===== src/rtl/uart_rx_pkg.sv =====
// uart_rx_pkg: shared types and helpers for the parametrised UART frame receiver.
package uart_rx_pkg;

    // Byte-layer receiver states
    typedef enum logic [1:0] {
        BYTE_IDLE,
        BYTE_START,
        BYTE_DATA,
        BYTE_STOP
    } byte_state_e;

    // Flops in the RX pad synchroniser
    localparam int SYNC_DEPTH = 2;

    // Clocks per bit and clocks per half bit
    typedef struct packed {
        logic [31:0] div;
        logic [31:0] half;
    } baud_div_t;

    function automatic baud_div_t calc_baud_div(input logic [31:0] clk_hz,
                                                input logic [31:0] baud_rate);
        baud_div_t r;
        r.div  = clk_hz / baud_rate;
        r.half = r.div >> 1;
        return r;
    endfunction

endpackage


===== src/rtl/uart_byte_rx_core.sv =====
// uart_byte_rx_core: 8N1 byte receiver with a two-flop RX synchroniser.
// Emits a one-cycle byte_stb at the stop-bit centre; byte_ok reflects the stop bit.
module uart_byte_rx_core
    import uart_rx_pkg::*;
#(
    parameter logic [31:0] DIV      = 32'd108,
    parameter logic [31:0] HALF_DIV = 32'd54
) (
    input  logic       clk_100M,
    input  logic       rst,
    input  logic       RX,
    output logic [7:0] byte_data,
    output logic       byte_stb,
    output logic       byte_ok,
    output logic       start_det
);

    logic [SYNC_DEPTH-1:0] sync;
    logic                  rx_s;
    logic                  rx_prev;
    byte_state_e           state, state_nxt;
    logic [31:0]           tick, tick_nxt;
    logic [2:0]            bit_idx, bit_idx_nxt;
    logic [7:0]            shreg, shreg_nxt;

    assign rx_s      = sync[SYNC_DEPTH-1];
    assign byte_data = shreg;

    // Synchronise the pad and keep a delayed copy for falling-edge detection
    always_ff @(posedge clk_100M or posedge rst) begin
        // NOTE: sequential state uses non-blocking assignments so every flop samples pre-edge values.
        if (rst) begin
            sync    <= '1;
            rx_prev <= 1'b1;
        end else begin
            sync    <= {sync[SYNC_DEPTH-2:0], RX};
            rx_prev <= rx_s;
        end
    end

    // Byte FSM state and datapath registers
    always_ff @(posedge clk_100M or posedge rst) begin
        if (rst) begin
            state   <= BYTE_IDLE;
            tick    <= '0;
            bit_idx <= '0;
            shreg   <= '0;
        end else begin
            state   <= state_nxt;
            tick    <= tick_nxt;
            bit_idx <= bit_idx_nxt;
            shreg   <= shreg_nxt;
        end
    end

    // Next-state logic: start bit re-checked at mid-bit, data/stop sampled at bit centres
    always_comb begin
        // NOTE: every output gets a default first so no path through the case can infer a latch.
        state_nxt   = state;
        tick_nxt    = tick + 32'd1;
        bit_idx_nxt = bit_idx;
        shreg_nxt   = shreg;
        byte_stb    = 1'b0;
        byte_ok     = 1'b0;
        start_det   = 1'b0;
        case (state)
            BYTE_IDLE: begin
                tick_nxt = '0;
                if (rx_prev && !rx_s) begin
                    state_nxt = BYTE_START;
                    start_det = 1'b1;
                end
            end
            BYTE_START: begin
                if (tick == HALF_DIV - 32'd1) begin
                    tick_nxt    = '0;
                    bit_idx_nxt = '0;
                    state_nxt   = rx_s ? BYTE_IDLE : BYTE_DATA;
                end
            end
            BYTE_DATA: begin
                if (tick == DIV - 32'd1) begin
                    tick_nxt    = '0;
                    shreg_nxt   = {rx_s, shreg[7:1]};
                    bit_idx_nxt = bit_idx + 3'd1;
                    if (bit_idx == 3'd7)
                        state_nxt = BYTE_STOP;
                end
            end
            BYTE_STOP: begin
                if (tick == DIV - 32'd1) begin
                    tick_nxt  = '0;
                    byte_stb  = 1'b1;
                    byte_ok   = rx_s;
                    state_nxt = BYTE_IDLE;
                end
            end
            default: state_nxt = BYTE_IDLE;
        endcase
    end

endmodule


===== src/rtl/uart_frame_rx_param.sv =====
// uart_frame_rx_param: collects PAYLOAD_BYTES payload bytes terminated by TAIL_LEN
// copies of TAIL_BYTE, with framing-error, gap-timeout and short-frame handling.
// Optional build macro FRAME_CHECKSUM_EN: last payload byte must equal the
// mod-256 sum of the preceding payload bytes or the frame is discarded.
module uart_frame_rx_param
    import uart_rx_pkg::*;
#(
    parameter logic [31:0] BAUD_RATE        = 32'd921600,
    parameter logic [31:0] CLK_HZ           = 32'd100_000_000,
    parameter int          PAYLOAD_BYTES    = 3,
    parameter int          TAIL_LEN         = 3,
    parameter logic [7:0]  TAIL_BYTE        = 8'hFF,
    parameter int          GAP_TIMEOUT_BITS = 32
) (
    input  logic                       clk_100M,
    input  logic                       rst,
    input  logic                       RX,
    output logic [8*PAYLOAD_BYTES-1:0] data_frame,
    output logic                       frame_valid,
    output logic                       irq,
    output logic                       frame_err,
    output logic [4:0]                 byte_cnt
);

    localparam int          W          = PAYLOAD_BYTES + TAIL_LEN;
    localparam logic [4:0]  W_CNT      = 5'(W);
    localparam baud_div_t   BAUD_DIV   = calc_baud_div(CLK_HZ, BAUD_RATE);
    localparam logic [31:0] GAP_CYCLES = 32'(GAP_TIMEOUT_BITS) * BAUD_DIV.div;

    logic [7:0]         byte_data;
    logic               byte_stb;
    logic               byte_ok;
    logic               start_det;

    // Only W-1 bytes are held; the incoming byte completes the W-byte window.
    logic [8*(W-1)-1:0] shreg;
    logic [8*W-1:0]     window;
    logic [4:0]         cnt;
    logic [31:0]        gap_tmr;
    logic               tail_hit;
    logic               sum_ok;
    logic               gap_expire;

    uart_byte_rx_core #(
        .DIV      (BAUD_DIV.div),
        .HALF_DIV (BAUD_DIV.half)
    ) u_byte_rx (
        .clk_100M  (clk_100M),
        .rst       (rst),
        .RX        (RX),
        .byte_data (byte_data),
        .byte_stb  (byte_stb),
        .byte_ok   (byte_ok),
        .start_det (start_det)
    );

    assign byte_cnt   = cnt;
    assign gap_expire = (GAP_TIMEOUT_BITS != 0) && (cnt != 5'd0) &&
                        (gap_tmr >= GAP_CYCLES - 32'd1);

`ifdef FRAME_CHECKSUM_EN
    logic [7:0] csum;
`endif

    // Window formation, tail match on the newest W bytes, optional checksum
    always_comb begin
        window   = {shreg, byte_data};
        tail_hit = (cnt >= W_CNT - 5'd1) && (byte_data == TAIL_BYTE);
        for (int i = 0; i < TAIL_LEN - 1; i++)
            if (shreg[8*i +: 8] != TAIL_BYTE)
                tail_hit = 1'b0;
        sum_ok = 1'b1;
`ifdef FRAME_CHECKSUM_EN
        csum = '0;
        for (int i = 0; i < PAYLOAD_BYTES - 1; i++)
            csum = csum + window[8*(W-1-i) +: 8];
        sum_ok = (csum == window[8*(W-PAYLOAD_BYTES) +: 8]);
`endif
    end

    // Frame layer: accept bytes, detect the tail, discard on error or gap timeout
    always_ff @(posedge clk_100M or posedge rst) begin
        if (rst) begin
            shreg       <= '0;
            cnt         <= '0;
            gap_tmr     <= '0;
            data_frame  <= '0;
            frame_valid <= 1'b0;
            irq         <= 1'b0;
            frame_err   <= 1'b0;
        end else begin
            frame_valid <= 1'b0;
            frame_err   <= 1'b0;

            if (cnt == 5'd0 || start_det || GAP_TIMEOUT_BITS == 0)
                gap_tmr <= '0;
            else
                gap_tmr <= gap_tmr + 32'd1;

            if (gap_expire) begin
                shreg     <= '0;
                cnt       <= '0;
                frame_err <= 1'b1;
            end

            if (byte_stb) begin
                gap_tmr <= '0;
                if (!byte_ok) begin
                    shreg     <= '0;
                    cnt       <= '0;
                    frame_err <= 1'b1;
                end else if (gap_expire) begin
                    // Partial frame timed out in this very cycle: the byte starts a new frame
                    shreg <= (8*(W-1))'(byte_data);
                    cnt   <= 5'd1;
                    irq   <= 1'b0;
                end else if (tail_hit) begin
                    shreg <= '0;
                    cnt   <= '0;
                    if (sum_ok) begin
                        data_frame  <= window[8*W-1 -: 8*PAYLOAD_BYTES];
                        frame_valid <= 1'b1;
                        irq         <= 1'b1;
                    end else begin
                        frame_err <= 1'b1;
                    end
                end else begin
                    shreg <= window[8*(W-1)-1:0];
                    if (cnt != W_CNT)
                        cnt <= cnt + 5'd1;
                    irq <= 1'b0;
                end
            end
        end
    end

endmodule


===== config.mk =====
export PLATFORM = sky130hd
export DESIGN_NAME = uart_frame_rx_param
export DESIGN_NICKNAME = d
export VERILOG_FILES = /design/src/rtl/uart_rx_pkg.sv /design/src/rtl/uart_byte_rx_core.sv /design/src/rtl/uart_frame_rx_param.sv
export SDC_FILE = /design/constraint.sdc
export NUM_CORES = 1
export LEC_CHECK = 0
export BUFFER_PORTS_ARGS = -buffer_cell sky130_fd_sc_hd__buf_4
export CAP_MARGIN = 10
export CELL_PAD_IN_SITES_DETAIL_PLACEMENT = 1
export CELL_PAD_IN_SITES_GLOBAL_PLACEMENT = 1
export CORE_ASPECT_RATIO = 0.7
export CORE_MARGIN = 2
export CORE_UTILIZATION = 30
export DETAILED_ROUTE_END_ITERATION = 12
export GPL_ROUTABILITY_DRIVEN = 0
export HOLD_SLACK_MARGIN = 0.1
export PLACE_DENSITY_LB_ADDON = 0.1
export RECOVER_POWER = 25
export SLEW_MARGIN = 40
export SYNTH_ARGS = -nofsm -noshare
export SYNTH_HDL_FRONTEND = slang
export SYNTH_SLANG_ARGS = --single-unit

===== constraint.sdc =====
create_clock -name clk_100M -period 6.4 [get_ports clk_100M]
set_input_delay 1.28 -clock clk_100M [delete_from_list [all_inputs] [get_ports clk_100M]]
set_output_delay 1.28 -clock clk_100M [all_outputs]
set_load 0.1 [all_outputs]

==> summary.md <==
| Metric | Value |
|---|---|
| Share of layout cells above drive strength 1 | 0.181 |
| Worst-skew pair later-pin latency | between 400 and 500 ps |
| Synth top cells by count | 149 x dfrtp_1, 77 x nor2_1, 65 x nand2_1, 62 x nand3_1 |
| Final Net Count | approximately 740 |
| Cts hold-fix bufs | 0 |
| Fin. max-slew vios | between 90 and 100 |
| Worst Setup End Kind | asynchronous set/reset pin |
| Startpoint types | primary input |
| Vias in the first global route | 5517 |
| Initial antenna violation count | 0 |
| Post-DP HPWL | 12100 µm |
| Outcome | complete, but fails checks |
| LEAKAGE | between 3 and 4 nW |
| CTS tree | done |
| Syn_area_per_cell | 10.3 µm² |
| Drt pass-1 iters | 4 |
| IO Port Bufs | 34 |
| Cell taking the most area after synthesis | dfrtp_1 |
| Htree depth | 4 |
| Seq/Total Area, Yosys | 0.529 |
| Die Ht | 134 µm |
| Post-Syn Nets | 709 |
| Mapped Cells | 697 |
| Pre-CTS setup slack | 3470 ps |
| Antenna Cells | 0 |
| Tot GR Track Use | 0.156 |
| Crit-path max cell delay | between 2000 and 2500 ps |
| Core area | roughly 24000 µm² |
| Share of synthesized registers carrying an async set or reset | 1.00 |
| Crit share post-route | 0.604 |
| Worst vdd ir | about 180 µV |
| Slew @ Worst Pin | 4020 ps |
| Fmax | about 260 MHz |
| RSZ-0062 raised after global routing | false |
| Top-count cell post-synth | dfrtp_1 |
| Detailed Route WL | around 18000 µm |
| Die area | between 20000 and 30000 µm² |
| Max_cap viols | 1 |
| Total CTS buffers | 17 |
| Power Dens Cells | 237 nW/µm² |
| CP Buf/Inv Count | 3 |
| Antenna-violating nets left | 0 |
| Detail-routed via count per cell | approximately 5.0 |
| Hold_ws | between 300 and 400 ps |
| First-pass GRT wire length | slightly above 30000 µm |
| Synth warn | 0 |
| Remaining global-route overflow | 0 |
| Initial DRC Count | ~270 |
| Synthesis-to-finish area growth | 16.4% |
| Routed len/inst | ~18 µm |
| Post-CTS setup buffers | 0 |
| Drc violations | 0 |
| Number of synthesized flops with an enable pin | 0 |
| # rows | 47 |
| Synth top area share | 0.518 |
| Post-Syn Area | a little over 7000 µm² |
| Critical-path cell list | clkbuf_4 > clkinvlp_2 > buf_6 |
| Cell family with most CP delay | buffers and inverters |
| Kind of critical path | primary input to asynchronous set/reset pin |
| Post-synthesis register bit count | 152 |
| Via Count | 5283 |
| Top post-synthesis cells by area | dfrtp_1 52%, xor2_1 4.7%, nand3_1 4.3%, nor2_1 4.0%, mux2_4 4.0% |
| Reg clk slew, reported paths | about 60 ps |
| Util after Layout | 0.355 |
| Worst EP arrival | 4390 ps |
| Slew margin rel. | -1.70 |
| Fillers | about 2600 |
| # setup viols final | 0 |
| Failing checks | capacitance limit, slew limit |
| Hold WC Path Type | flop to flop |
| PnR worst setup slack | approximately 2500 ps |
| Count of different cell masters after synthesis | 52 |
| Clock skew | between 9 and 10 ps |
| CTS root buffer | clkbuf_16 |
| Main flop type after synthesis | dfrtp_1 |
| Crit-path slowest cell | clkinvlp_2 |
| Top Ports | 35 |
| Initial core utilization | 0.305 |
| Clock buffer depth | 2 |
| Worst Path Max Fanout | between 90 and 100 |
| CTS resizes | 0 |
| Setup tns final | 0 ps |
| Chip Width | 189 µm |
| Power Total | 1.99 mW |
| Pin count of the biggest net entering global routing | 92 |
| CTS Sinks | 152 |
| Worst path required time | just under 7000 ps |
| Min cycle time layout | about 3900 ps |
| Final hold viol count | 0 |
-- metal layers --
metal	vias up	global-route usage	wire, µm
met1	2689	0.242	10000
met4	0	0.0482	155
met3	12	0.0308	483
met2	58	0.216	7790
li1	2524	-	-
met5	-	0	0
-- through the flow --
stage	cells	cell area, µm²
6_report	1054	8370
5_1_grt	1054	8370
4_1_cts	1054	8370
3_5_place_dp	1022	7800
3_3_place_gp	1022	7780
2_1_floorplan	697	7190
-- worst paths after layout --
kind,start,to,slack (ps),depth (start not counted)
min,u_byte_rx.sync[0],u_byte_rx.sync[1],370,0
max,rst,u_byte_rx.tick[6],2530,3
min in group asynchronous,rst,gap_tmr[3],2050,2
min reg2reg,u_byte_rx.sync[0],u_byte_rx.sync[1],370,0
max in group clk_100M,gap_tmr[0],data_frame[3],3630,7
max reg2reg,gap_tmr[0],data_frame[3],3630,7
-- sequential cells by signal, summed over array words and instances (netlist names), named ones only --
name,flops
byte_cnt,5
data_frame,24
frame_err,1
frame_valid,1
gap_tmr,32
irq,1
shreg,40
u_byte_rx.bit_idx,3
u_byte_rx.byte_data,8
u_byte_rx.rx_prev,1
u_byte_rx.state,1
u_byte_rx.sync,2
u_byte_rx.tick,32
-- cell families after synthesis --
logic type	count (synthesis)	share of synthesized area
AOI/OAI and AO/OA	87	0.0750
xor gates and xnor gates	55	0.0670
adders and majority gates	9	0.0157
buffers and inverters	52	0.0311
DFF	152	0.529
muxes	33	0.0614
and+or+nand+nor	309	0.221
-- placed cells by master, fill, tap and decap left out, types with 3 or more instances in the layout --
cell type,count
clkinvlp_4,5
or3_1,6
o21ai_0,17
xnor2_1,16
dfrtp_1,149
a31oi_1,3
nand3_1,62
inv_1,12
and4_1,9
nand4_1,36
nor4_2,7
nor2b_1,4
nand2_1,65
a21oi_1,39
mux2_2,13
mux2_4,19
clkbuf_16,17
nor2_1,76
nor4_1,7
ha_1,9
buf_4,43
o211ai_1,10
and3_1,14
xor2_1,39
clkinv_4,3
nor3_1,8
-- power by group --
part | switching, mW | leakage (nW) | internal, mW | total [mW]
clock network | 0.425 | 0.268 | 0.557 | 0.983
registers | 0.00502 | 2.11 | 0.965 | 0.970
logic | 0.0307 | 1.19 | 0.00541 | 0.0361
total | 0.461 | 3.57 | 1.53 | 1.99
-- area by class of cell --
class | instances | area, µm² | area share
Inverter | 13 | 50.0 | 0.00598
Timing Repair Buffer | 46 | 349 | 0.0417
Clock buffer | 19 | 453 | 0.0541
Multi-Input combinational cell | 493 | 3190 | 0.381
Sequential cell | 152 | 3810 | 0.455
Tap cell | 318 | 398 | 0.0475
Clock inverter | 13 | 121 | 0.0145
Power figures use the tool's default switching activity.
